$ cat src/rtl/qnigma_alu_seq_if.sv
// Bundles the sequencer's program-ROM fetch port and its ALU task port.
// The sequencer uses the master modport; the ROM and ALU side use slave.
interface qnigma_alu_seq_if #(
  parameter int unsigned PC_W   = 8,
  parameter int unsigned TASK_W = 8
);
  logic              rom_req;
  logic [PC_W-1:0]   rom_addr;
  logic [1:0]        ins_kind;
  logic [PC_W-1:0]   ins_tgt;
  logic [TASK_W-1:0] ins_task;
  logic [TASK_W-1:0] task_info;
  logic              task_valid;
  logic              task_done;
  logic              alu_eql;

  modport master (
    output rom_req, rom_addr, task_info, task_valid,
    input  ins_kind, ins_tgt, ins_task, task_done, alu_eql
  );

  modport slave (
    input  rom_req, rom_addr, task_info, task_valid,
    output ins_kind, ins_tgt, ins_task, task_done, alu_eql
  );
endinterface

$ cat src/rtl/qnigma_alu_seq.sv
// Microprogram sequencer: fetches instructions from a 1-cycle-latency ROM and issues
// ALU tasks one at a time, with counted loops, equality branches and a watchdog.
module qnigma_alu_seq #(
  parameter int unsigned PC_W    = 8,
  parameter int unsigned CNT_W   = 8,
  parameter int unsigned TMO_CYC = 4096,
  parameter int unsigned TASK_W  = 8
) (
  input  logic             clk,
  input  logic             rst,
  input  logic             start,
  input  logic [PC_W-1:0]  start_pc,
  input  logic [CNT_W-1:0] loop_cnt,
  input  logic             abort,
  output logic             busy,
  output logic             done,
  output logic             err,
  qnigma_alu_seq_if.master bus
);

  localparam int unsigned WDT_W = $clog2(TMO_CYC);

  typedef enum logic [1:0] {StIdle, StFetch, StDecode, StWait} state_e;
  typedef enum logic [1:0] {InsOp, InsLoop, InsBeq, InsEnd} ins_e;

  state_e            state_q, state_d;
  logic [PC_W-1:0]   pc_q, pc_d;
  logic [CNT_W-1:0]  cnt_q, cnt_d;
  logic              eql_lat_q, eql_lat_d;
  logic [WDT_W-1:0]  wdt_q, wdt_d;
  logic              busy_q, busy_d;
  logic              done_q, done_d;
  logic              err_q, err_d;
  logic              tvalid_q, tvalid_d;
  logic [TASK_W-1:0] tinfo_q, tinfo_d;

  always_comb begin
    state_d   = state_q;
    pc_d      = pc_q;
    cnt_d     = cnt_q;
    eql_lat_d = eql_lat_q;
    wdt_d     = wdt_q;
    busy_d    = busy_q;
    tinfo_d   = tinfo_q;
    done_d    = 1'b0;
    err_d     = 1'b0;
    tvalid_d  = 1'b0;

    unique case (state_q)
      StIdle: begin
        if (start && !abort) begin
          pc_d      = start_pc;
          cnt_d     = loop_cnt;
          eql_lat_d = 1'b0;
          busy_d    = 1'b1;
          state_d   = StFetch;
        end
      end
      StFetch: state_d = StDecode;
      StDecode: begin
        unique case (ins_e'(bus.ins_kind))
          InsOp: begin
            tinfo_d  = bus.ins_task;
            tvalid_d = 1'b1;
            wdt_d    = '0;
            state_d  = StWait;
          end
          InsLoop: begin
            // A zero counter falls through rather than wrapping
            if (cnt_q != '0) begin
              cnt_d = cnt_q - CNT_W'(1);
              pc_d  = bus.ins_tgt;
            end else begin
              pc_d = pc_q + PC_W'(1);
            end
            state_d = StFetch;
          end
          InsBeq: begin
            pc_d    = eql_lat_q ? bus.ins_tgt : pc_q + PC_W'(1);
            state_d = StFetch;
          end
          InsEnd: begin
            done_d  = 1'b1;
            busy_d  = 1'b0;
            state_d = StIdle;
          end
        endcase
      end
      StWait: begin
        wdt_d = wdt_q + WDT_W'(1);
        if (bus.task_done) begin
          eql_lat_d = bus.alu_eql;
          pc_d      = pc_q + PC_W'(1);
          state_d   = StFetch;
        end else if (wdt_q == WDT_W'(TMO_CYC - 1)) begin
          done_d  = 1'b1;
          err_d   = 1'b1;
          busy_d  = 1'b0;
          state_d = StIdle;
        end
      end
      default: state_d = StIdle;
    endcase

    // Abort silently drops the program; program state stays as it was
    if (abort && state_q != StIdle) begin
      state_d   = StIdle;
      busy_d    = 1'b0;
      tvalid_d  = 1'b0;
      done_d    = 1'b0;
      err_d     = 1'b0;
      pc_d      = pc_q;
      cnt_d     = cnt_q;
      eql_lat_d = eql_lat_q;
      tinfo_d   = tinfo_q;
    end
  end

  always_ff @(posedge clk) begin
    if (rst) begin
      state_q   <= StIdle;
      pc_q      <= '0;
      cnt_q     <= '0;
      eql_lat_q <= 1'b0;
      wdt_q     <= '0;
      busy_q    <= 1'b0;
      done_q    <= 1'b0;
      err_q     <= 1'b0;
      tvalid_q  <= 1'b0;
      tinfo_q   <= '0;
    end else begin
      state_q   <= state_d;
      pc_q      <= pc_d;
      cnt_q     <= cnt_d;
      eql_lat_q <= eql_lat_d;
      wdt_q     <= wdt_d;
      busy_q    <= busy_d;
      done_q    <= done_d;
      err_q     <= err_d;
      tvalid_q  <= tvalid_d;
      tinfo_q   <= tinfo_d;
    end
  end

  assign bus.rom_req    = (state_q == StFetch);
  assign bus.rom_addr   = pc_q;
  assign bus.task_valid = tvalid_q;
  assign bus.task_info  = tinfo_q;
  assign busy           = busy_q;
  assign done           = done_q;
  assign err            = err_q;

endmodule

$ cat src/flat_wrapper.sv
// flat-port wrapper written by rule: the top's interface ports become plain ports
module qnigma_alu_seq_flat 
#(
  parameter int unsigned PC_W    = 8,
  parameter int unsigned CNT_W   = 8,
  parameter int unsigned TMO_CYC = 4096,
  parameter int unsigned TASK_W  = 8
)
  (clk, rst, start, start_pc, loop_cnt, abort, busy, done, err, bus_rom_req, bus_rom_addr, bus_task_info, bus_task_valid, bus_ins_kind, bus_ins_tgt, bus_ins_task, bus_task_done, bus_alu_eql);
  qnigma_alu_seq_if #(.PC_W(PC_W), .TASK_W(TASK_W)) bus_i ();
  input  logic clk;
  input  logic rst;
  input  logic start;
  input  logic [PC_W-1:0] start_pc;
  input  logic [CNT_W-1:0] loop_cnt;
  input  logic abort;
  output logic busy;
  output logic done;
  output logic err;
  output wire logic [$bits(bus_i.rom_req)-1:0] bus_rom_req;
  output wire logic [$bits(bus_i.rom_addr)-1:0] bus_rom_addr;
  output wire logic [$bits(bus_i.task_info)-1:0] bus_task_info;
  output wire logic [$bits(bus_i.task_valid)-1:0] bus_task_valid;
  input wire logic [$bits(bus_i.ins_kind)-1:0] bus_ins_kind;
  input wire logic [$bits(bus_i.ins_tgt)-1:0] bus_ins_tgt;
  input wire logic [$bits(bus_i.ins_task)-1:0] bus_ins_task;
  input wire logic [$bits(bus_i.task_done)-1:0] bus_task_done;
  input wire logic [$bits(bus_i.alu_eql)-1:0] bus_alu_eql;
  assign bus_rom_req = bus_i.rom_req;
  assign bus_rom_addr = bus_i.rom_addr;
  assign bus_task_info = bus_i.task_info;
  assign bus_task_valid = bus_i.task_valid;
  assign bus_i.ins_kind = bus_ins_kind;
  assign bus_i.ins_tgt = bus_ins_tgt;
  assign bus_i.ins_task = bus_ins_task;
  assign bus_i.task_done = bus_task_done;
  assign bus_i.alu_eql = bus_alu_eql;
  qnigma_alu_seq #(.PC_W(PC_W), .CNT_W(CNT_W), .TMO_CYC(TMO_CYC), .TASK_W(TASK_W)) u_core (.clk(clk), .rst(rst), .start(start), .start_pc(start_pc), .loop_cnt(loop_cnt), .abort(abort), .busy(busy), .done(done), .err(err), .bus(bus_i));
endmodule
$ cat config.mk
export PLATFORM = sky130hd
export DESIGN_NAME = qnigma_alu_seq_flat
export DESIGN_NICKNAME = d
export VERILOG_FILES = /design/src/rtl/qnigma_alu_seq_if.sv /design/src/rtl/qnigma_alu_seq.sv /design/src/flat_wrapper.sv
export SDC_FILE = /design/constraint.sdc
export NUM_CORES = 1
export LEC_CHECK = 0
export BUFFER_PORTS_ARGS = -buffer_cell sky130_fd_sc_hd__buf_2
export CORE_ASPECT_RATIO = 0.6
export CORE_UTILIZATION = 30
export CTS_BUF_LIST = sky130_fd_sc_hd__clkbuf_8
export CTS_CLUSTER_DIAMETER = 50
export DETAILED_ROUTE_END_ITERATION = 8
export GPL_ROUTABILITY_DRIVEN = 0
export PLACE_DENSITY = 0.46
export SKIP_CTS_REPAIR_TIMING = 1
export SLEW_MARGIN = 0
export SYNTH_ARGS = -nofsm -noshare
export SYNTH_HDL_FRONTEND = slang
export SYNTH_SLANG_ARGS = --single-unit
$ cat constraint.sdc
create_clock -name clk -period 2.33 [get_ports clk]
set_input_delay 0.233 -clock clk [delete_from_list [all_inputs] [get_ports clk]]
set_output_delay 0.233 -clock clk [all_outputs]
set_load 0.01 [all_outputs]
==> reports/qor.yml, run 1 <==
outcome: "completed"
cts.sinks: 43
swShare_pct: 30.2
post-place-ws_ps: 284
path_clk_slew_ps: 100
row_count: 24
routed_wl_um: 6910
grt_usage_pct: 17.5
clockBufferDepth: 2
worstRegToRegCells: 7
max_freq_mhz: 478
r2r_setup_slack_ps: 240
internal_power_mw: 1.24
antenna_found_initial: 0
required_ps: 2490
synth_seq_cells: 43
num-fill-cells: 798
switchingPower_uw: 535
start_kind: "register"
cap_violations: 0
via_per_inst: 5.10
syn2layout_area_growth_pct: 22.1
endpoint: "u_core.bus.rom_addr[1]"
layout_common_cells: "buf_2, dfxtp_1, nor2_1"
grt_pass1_vias: 2241
synthFlopType: "dfxtp_1"
skew_ps: 10.7
die-height_um: 71.5
maxSlewViolCount: 0
grt_max_degree: 26
ant_nets: 0
fin_crit_sh_pct: 89.7
hold_viol_final: 0
coreArea_um2: 7540
peakVddDrop_v: 0.000226
worstHoldStart: "bus_ins_task[3]"
die_w_um: 118
vias: 2351
critPathMaxFanout: 8
setup_slack_ps: 239
dr.pass1.iters: 4
seqPwrFrac_pct: 45.0
clkLatencyLatePin_ps: 310
synth_nets: 341
netlist-cell-type-count: 58
post_drt_wl_per_cell_um: 15.0
grt_pass1_wl_um: 11500
io_buffer_count: 60
synth-async-reset-ratio_pct: 0
diodes: 0
maxSlewHeadroom_pct: 30.9
setup_viol: 0
cts_tree: "built"
rsz0062_at_grt: "no"
min_period_ps: 2090
yosys_warnings: 0
cts_buffers: 5
tns_ps: 0
synth_area_um2: 2420
cts-htree-levels: 2
worstReg2RegStart: "u_core.cnt_q[0]"
worstSetupEndpointType: "register"
fin_nets: 399
initial_core_util_pct: 32.1
hpwl_um: 5170
p_leak_nw: 1.17
clock-root-buffer: "clkbuf_8"
num_io_pins: 61
synth_edf_count: 0
drive_gt1_share_pct: 24.6
tightest_slew_ps: 1020
hp-class: "input port to register"
post_synth_inst_count: 298
powerDensity_nw_per_um2: 601
overflow: 0
yosysSeqAreaShare_pct: 35.6
arrival_ps: 2250
critPathKind: "register to register"
p_clk_share_pct: 34.7
drc_errors: 0
mostFrequentLayoutCell: "buf_2"
rr_endpoint: "u_core.bus.rom_addr[1]"
startpoint: "u_core.cnt_q[0]"
die_area_um2: 8430
comb_power_share_pct: 20.3
syn_avg_cell_area_um2: 8.11
drt_iter0_markers: 154
through the flow:
| step | total power, mW | cell area [um^2] | hold slack [ps] | util (%) | std cells |
|---|---|---|---|---|---|
| final | 1.77 | 2950 | 147 | 39.1 | 461 |
| after global routing | 1.87 | 2950 | 137 | 39.1 | 461 |
| after CTS | 1.79 | 2950 | 134 | 39.1 | 461 |
| after detailed placement | 1.17 | 2830 | 470 | 37.6 | 453 |
| after global placement | 1.18 | 2830 | 467 | 37.6 | 453 |
| after floorplan | 1.05 | 2420 | 312 | - | 298 |
routing by layer:
metal / track usage, % / part of all wire (%) / vias up
li1: - / - / 1196
met5: 0 / 0 / -
met1: 27.3 / 56 / 1071
met2: 22.7 / 37 / 82
met3: 4.86 / 6.5 / 2
met4: 4.84 / 0.39 / 0
registers in the layout (all words and copies together), names as in the netlist:
| name | count |
|---|---|
| u_core.wdt_q | 12 |
| u_core.bus.rom_addr | 8 |
| u_core.bus.task_info | 8 |
| u_core.cnt_q | 8 |
| u_core.state_q | 2 |
| u_core.bus.task_valid | 1 |
| u_core.busy | 1 |
| u_core.done | 1 |
| u_core.eql_lat_q | 1 |
| u_core.err | 1 |
power by group through the flow:
stage	clock [mW]	combinational (mW)	sequential (mW)
detailed placement	0	0.359	0.814
CTS	0.635	0.361	0.797
floorplan	0	0.241	0.813
global route	0.665	0.401	0.802
finish	0.615	0.359	0.797
global placement	0	0.362	0.814
layout make-up:
class                      count  area, um^2  share of cell area, %
timing repair buffer          67         353                   12.0
tap                          104         130                   4.41
sequential                    43         861                   29.2
multi-input combinational    232        1460                   49.6
clock inverter                 3        46.3                   1.57
clock buffer                   5        68.8                   2.33
inverter                       7        26.3                  0.891
worst min path at each step:
| stage | endpoint | slack (ps) | depth (start not counted) |
|---|---|---|---|
| 6_report | u_core.bus.task_info[3] | 150 | 3 |
| 5_1_grt | u_core.err | 140 | 2 |
| 4_1_cts | u_core.err | 130 | 2 |
| 3_5_place_dp | u_core.err | 470 | 2 |
| 3_3_place_gp | u_core.bus.task_info[2] | 470 | 3 |
| 2_1_floorplan | u_core.err | 310 | 1 |
synth_stat cells (all sizes together), types with 3 or more instances:
library cell  instances  area share (%)
a21oi                18             3.9
dfxtp                43              36
and3                  3            0.78
o21a                  3            0.93
nand4                 3            0.78
a31oi                 9             3.0
mux2i                11             4.6
nor3                 10             2.1
xnor2                 6             2.2
nand3                11             2.3
clkbuf                9             1.4
nand2b                4             1.0
buf                   7             1.6
ha                    3             1.6
and2                  4             1.0
nand2                30             4.7
nor4                  3             1.4
o21ai                24             5.0
nor2                 40             7.2
or3                   5             1.3
nor2b                 3            0.78
inv                   6            0.93
a221oi                3             1.1
xor2                  6             2.2
critical path: stages, from the launching register on:
cell and delay [ps]:
dfxtp_1 340, inv_1 80, ha_1 200, nor3b_2 380
a31oi_4 240, mux2_1 360, a222oi_1 230, a21oi_1 110
logic make-up after synthesis:
group                    count (synthesis)  synth area share, %
AND/OR/NAND/NOR                        127                 27.6
AO/OA/AOI/OAI                           78                 21.9
flip-flops                              43                 35.6
buffers and inverters                   23                 4.04
XOR/XNOR                                12                 4.35
multiplexers                            12                 5.02
adder cells (fa/ha/maj)                  3                 1.55
Power figures use the tool's default switching activity.
==> run 2: changes to the inputs <==
--- a/config.mk
+++ b/config.mk
@@ -7,12 +7,12 @@
 export LEC_CHECK = 0
 export BUFFER_PORTS_ARGS = -buffer_cell sky130_fd_sc_hd__buf_2
 export CORE_ASPECT_RATIO = 0.6
-export CORE_UTILIZATION = 30
+export CORE_UTILIZATION = 55
 export CTS_BUF_LIST = sky130_fd_sc_hd__clkbuf_8
 export CTS_CLUSTER_DIAMETER = 50
 export DETAILED_ROUTE_END_ITERATION = 8
 export GPL_ROUTABILITY_DRIVEN = 0
-export PLACE_DENSITY = 0.46
+export PLACE_DENSITY = 0.78
 export SKIP_CTS_REPAIR_TIMING = 1
 export SLEW_MARGIN = 0
 export SYNTH_ARGS = -nofsm -noshare
==> reports/qor.yml, run 2 (synthesis gave the netlist of run 1 again) <==
largest-register: "u_core.wdt_q"  # unchanged
overflow: 0  # unchanged
startpoint: "u_core.cnt_q[0]"  # unchanged
p_clk_share_pct: 34.5  # was 34.7%
ant_nets: 0  # unchanged
hold_viol_final: 0  # unchanged
final_core_util_pct: 69.7  # was 39.1%
p_leak_nw: 1.18  # was 1.17 nW
clkLatencyLatePin_ps: 310  # about the same
grt_pass1_vias: 1987  # was 2241
drt_iter0_markers: 136  # was 154
start_kind: "register"  # unchanged
worstSetupEndpointType: "register"  # unchanged
post-place-ws_ps: 272  # was 284 ps
swShare_pct: 29.6  # was 30.2%
drc_errors: 0  # unchanged
worstRegToRegCells: 7  # unchanged
hpwl_um: 4380  # was 5170 um
seqPwrFrac_pct: 45.2  # was 45.0%
min_to: "u_core.err"  # was u_core.bus.task_info[3]
switchingPower_uw: 521  # was 535 uW
die-height_um: 53.3  # was 71.5 um
mostFrequentLayoutCell: "buf_2"  # unchanged
cts_tree: "built"  # unchanged
die_w_um: 87.6  # was 118 um
min_path_cells: 2  # was 3
min_period_ps: 2100  # was 2090 ps
grt_usage_pct: 27.9  # was 17.5%
comb_power_share_pct: 20.3  # about the same
peakVddDrop_v: 0.000370  # was 0.000226 V
rsz0062_at_grt: "no"  # unchanged
fin_nets: 400  # was 399
powerDensity_nw_per_um2: 607  # was 601 nW/um^2
setup_slack_ps: 230  # was 239 ps
arrival_ps: 2260  # was 2250 ps
num_io_pins: 61  # unchanged
tns_ps: 0  # unchanged
coreArea_um2: 4170  # was 7540 um^2
layout_common_cells: "buf_2, dfxtp_1, nor2_1"  # unchanged
setup_viol: 0  # unchanged
tightest_slew_ps: 872  # was 1020 ps
slowest_delay_ps: 390  # was 380 ps
cap_violations: 0  # unchanged
fin_crit_sh_pct: 90.1  # was 89.7%
critPathMaxFanout: 8  # unchanged
worstHoldStart: "bus_task_done"  # was bus_ins_task[3]
rr_endpoint: "u_core.bus.rom_addr[1]"  # unchanged
postPlaceCellArea_um2: 2790  # was 2830 um^2
row_count: 18  # was 24
grt_max_degree: 27  # was 26
vias: 2407  # was 2351
critPathKind: "register to register"  # unchanged
grt_pass1_wl_um: 9660  # was 11500 um
worstReg2RegStart: "u_core.cnt_q[0]"  # unchanged
maxSlewHeadroom_pct: 41.0  # was 30.9%
dr.pass1.iters: 4  # unchanged
drive_gt1_share_pct: 24.9  # was 24.6%
max_freq_mhz: 476  # was 478 MHz
cts-htree-levels: 2  # unchanged
via_per_inst: 5.76  # was 5.10
syn2layout_area_growth_pct: 20.1  # was 22.1%
skew_ps: 10.5  # was 10.7 ps
crit_chain: "inv_1 -> ha_1 -> nor3b_2 -> a31oi_4 -> mux2_1 -> a222oi_1 -> a21oi_1"  # unchanged
largest_reg_flops: 12  # unchanged
outcome: "completed"  # unchanged
cts_buffers: 5  # unchanged
r2r_setup_slack_ps: 230  # was 240 ps
antenna_found_initial: 0  # unchanged
maxSlewViolCount: 0  # unchanged
cts.sinks: 43  # unchanged
slowest_stage: "nor3b_2"  # unchanged
path_clk_slew_ps: 90  # was 100 ps
die_area_um2: 4670  # was 8430 um^2
post_drt_wl_per_cell_um: 14.4  # was 15.0 um
clock-root-buffer: "clkbuf_8"  # unchanged
clockBufferDepth: 2  # unchanged
diodes: 0  # unchanged
stdcell_area_um2: 2900  # was 2950 um^2
routed_wl_um: 6030  # was 6910 um
required_ps: 2490  # about the same
initial_core_util_pct: 58.0  # was 32.1%
io_buffer_count: 60  # unchanged
hp-class: "input port to register"  # unchanged
internal_power_mw: 1.24  # about the same
run 2: cell type report:
cell class | instances | area, um^2
inverter | 7 | 26.3
tap | 60 | 75.1
fill | 344 | 1260
clock inverter | 3 | 47.5
clock buffer | 5 | 68.8
sequential | 43 | 861
timing repair buffer | 68 | 360
multi-input combinational | 232 | 1460
run 2: routing by layer:
metal	share of wire (%)	GRT usage [%]	vias up	wire, um
li1	-	-	1201	-
met1	51	42.8	1090	3090
met2	39	37.8	109	2380
met3	8.2	6.40	7	492
met4	1.2	7.38	0	72
met5	0	0	-	0
run 2: power groups by stage:
stage | combinational, mW | sequential, mW | clock [mW]
2_1_floorplan | 0.241 | 0.813 | 0
3_5_place_dp | 0.353 | 0.813 | 0
5_1_grt | 0.391 | 0.802 | 0.658
4_1_cts | 0.355 | 0.796 | 0.622
3_3_place_gp | 0.347 | 0.812 | 0
6_report | 0.357 | 0.797 | 0.607
run 2: through the flow:
stage                     cells  power [mW]  hold WS (ps)
final                       418        1.76           135
after global routing        418        1.85           129
after CTS                   418        1.77           129
after detailed placement    410        1.17           448
after global placement      410        1.16           453
after floorplan             298        1.05           312
run 2: critical path, delay by kind of cell, from the launching register on:
kind,cells,cell delay [ps]
buffers and inverters,1,80
adders and majority gates,1,200
AOI/OAI and AO/OA,3,600
muxes,1,360
and+or+nand+nor,1,390
DFF,1,340
run 2: worst max-delay path by stage:
stage                        endpoint  slack [ps]  depth (start not counted)
2_1_floorplan  u_core.bus.rom_addr[1]         530                          7
3_3_place_gp   u_core.bus.rom_addr[1]         390                          7
3_5_place_dp   u_core.bus.rom_addr[1]         270                          7
4_1_cts        u_core.bus.rom_addr[1]         240                          7
5_1_grt        u_core.bus.rom_addr[1]          50                          7
6_report       u_core.bus.rom_addr[1]         230                          7
==> run 3: changes to the inputs <==
==> constraint.sdc (replaced) <==
create_clock -name clk -period 2.03 [get_ports clk]
set_input_delay 0.203 -clock clk [delete_from_list [all_inputs] [get_ports clk]]
set_output_delay 0.203 -clock clk [all_outputs]
set_load 0.01 [all_outputs]
==> reports/qor.yml, run 3 (synthesis gave the netlist of run 1 again) <==
clock-root-buffer: "clkbuf_8"  # unchanged
arrival_ps: 2160  # was 2260 ps
critPathTopFamily: "compound AO/OA/AOI/OAI gates"  # unchanged
min_to: "u_core.err"  # unchanged
required_ps: 2260  # was 2490 ps
cts.sinks: 43  # unchanged
maxSlewViolCount: 0  # unchanged
outcome: "completed"  # unchanged
ant_nets: 0  # unchanged
diodes: 0  # unchanged
fin_nets: 400  # unchanged
skew_ps: 2.24  # was 10.5 ps
routed_wl_um: 6370  # was 6030 um
largest-register: "u_core.wdt_q"  # unchanged
clockBufferDepth: 2  # unchanged
cts-htree-levels: 2  # unchanged
io_buffer_count: 60  # unchanged
path_clk_slew_ps: 90  # about the same
die-height_um: 53.3  # unchanged
num_io_pins: 61  # unchanged
slowest_stage: "o311ai_1"  # was nor3b_2
worstSetupEndpointType: "register"  # unchanged
die_area_um2: 4670  # unchanged
grt_pass1_wl_um: 10200  # was 9660 um
grt_max_degree: 27  # unchanged
via_per_inst: 5.90  # was 5.76
row_count: 18  # unchanged
start_kind: "register"  # unchanged
p_leak_nw: 1.17  # was 1.18 nW
post_drt_wl_per_cell_um: 15.2  # was 14.4 um
mostFrequentLayoutCell: "buf_2"  # unchanged
antenna_found_initial: 0  # unchanged
overflow: 0  # unchanged
max_freq_mhz: 517  # was 476 MHz
critPathKind: "register to register"  # unchanged
hp-class: "input port to register"  # unchanged
setup_slack_ps: 95.8  # was 230 ps
worstReg2RegStart: "u_core.state_q[1]"  # was u_core.cnt_q[0]
r2r_setup_slack_ps: 100  # was 230 ps
die_w_um: 87.6  # unchanged
fin_crit_sh_pct: 95.3  # was 90.1%
clkLatencyLatePin_ps: 300  # was 310 ps
initial_core_util_pct: 58.0  # unchanged
hold_viol_final: 0  # unchanged
min_period_ps: 1930  # was 2100 ps
worstRegToRegCells: 5  # was 7
cap_violations: 0  # unchanged
vias: 2465  # was 2407
powerDensity_nw_per_um2: 658  # was 607 nW/um^2
cts_tree: "built"  # unchanged
layout_common_cells: "buf_2, dfxtp_1, nor2_1"  # unchanged
tightest_slew_ps: 754  # was 872 ps
drive_gt1_share_pct: 25.1  # was 24.9%
dr.pass1.iters: 5  # was 4
maxSlewHeadroom_pct: 49.0  # was 41.0%
crit_chain: "nand2b_1 -> o311ai_1 -> buf_4 -> o21ai_0 -> a31oi_1"  # was inv_1 -> ha_1 -> nor3b_2 -> a31oi_4 -> mux2_1 -> a222oi_1 -> a21oi_1
slowest_delay_ps: 690  # was 390 ps
coreArea_um2: 4170  # unchanged
worstHoldStart: "bus_task_done"  # unchanged
peakVddDrop_v: 0.000326  # was 0.000370 V
power.total_mw: 1.90  # was 1.76 mW
hpwl_um: 4570  # was 4380 um
min_path_cells: 2  # unchanged
drc_errors: 0  # unchanged
grt_usage_pct: 28.8  # was 27.9%
cts_buffers: 5  # unchanged
syn2layout_area_growth_pct: 19.8  # was 20.1%
setup_viol: 0  # unchanged
grt_pass1_vias: 2202  # was 1987
cp_num_buf_inv: 1  # unchanged
rr_endpoint: "u_core.bus.rom_addr[5]"  # was u_core.bus.rom_addr[1]
post-place-ws_ps: 43.6  # was 272 ps
critPathMaxFanout: 8  # unchanged
drt_iter0_markers: 181  # was 136
largest_reg_flops: 12  # unchanged
-- run 3: area by class of cell --
| type | count | area [um^2] |
|---|---|---|
| fillers | 347 | 1270 |
| clock buffers | 5 | 68.8 |
| multi-input cells | 232 | 1480 |
| clock inverters | 3 | 20.0 |
| well taps | 60 | 75.1 |
| flip-flops and latches | 43 | 861 |
| repair buffers | 68 | 360 |
| inverters | 7 | 26.3 |
-- run 3: power breakdown --
part	internal [mW]	switching [mW]
clock network	0.240	0.314
logic	0.187	0.243
registers	0.874	0.0449
-- run 3: per-stage QoR --
stage | util [%] | cell area, um^2 | TNS, ps | hold slack [ps] | instances
3_5_place_dp | 66.9 | 2790 | 0 | 421 | 410
3_3_place_gp | 66.9 | 2790 | 0 | 419 | 410
5_1_grt | 69.5 | 2890 | -1.56 | 113 | 418
6_report | 69.5 | 2890 | 0 | 105 | 418
4_1_cts | 69.0 | 2880 | 0 | 101 | 418
2_1_floorplan | - | 2420 | 0 | 282 | 298
-- run 3: how the worst max path moves through the flow --
stage | startpoint | depth (start not counted) | to
after floorplan | u_core.cnt_q[0] | 7 | u_core.bus.rom_addr[1]
final | u_core.state_q[1] | 5 | u_core.bus.rom_addr[5]
after global routing | u_core.cnt_q[0] | 7 | u_core.bus.rom_addr[1]
after global placement | u_core.cnt_q[0] | 7 | u_core.bus.rom_addr[1]
after detailed placement | u_core.cnt_q[0] | 7 | u_core.bus.rom_addr[1]
after CTS | u_core.cnt_q[0] | 7 | u_core.bus.rom_addr[1]
-- run 3: routing by layer --
metal / track usage (%) / vias up / wire [um]
li1: - / 1194 / -
met1: 41.5 / 1113 / 3010
met2: 42.3 / 150 / 2660
met3: 7.80 / 8 / 653
met4: 6.83 / 0 / 55
met5: 0 / - / 0
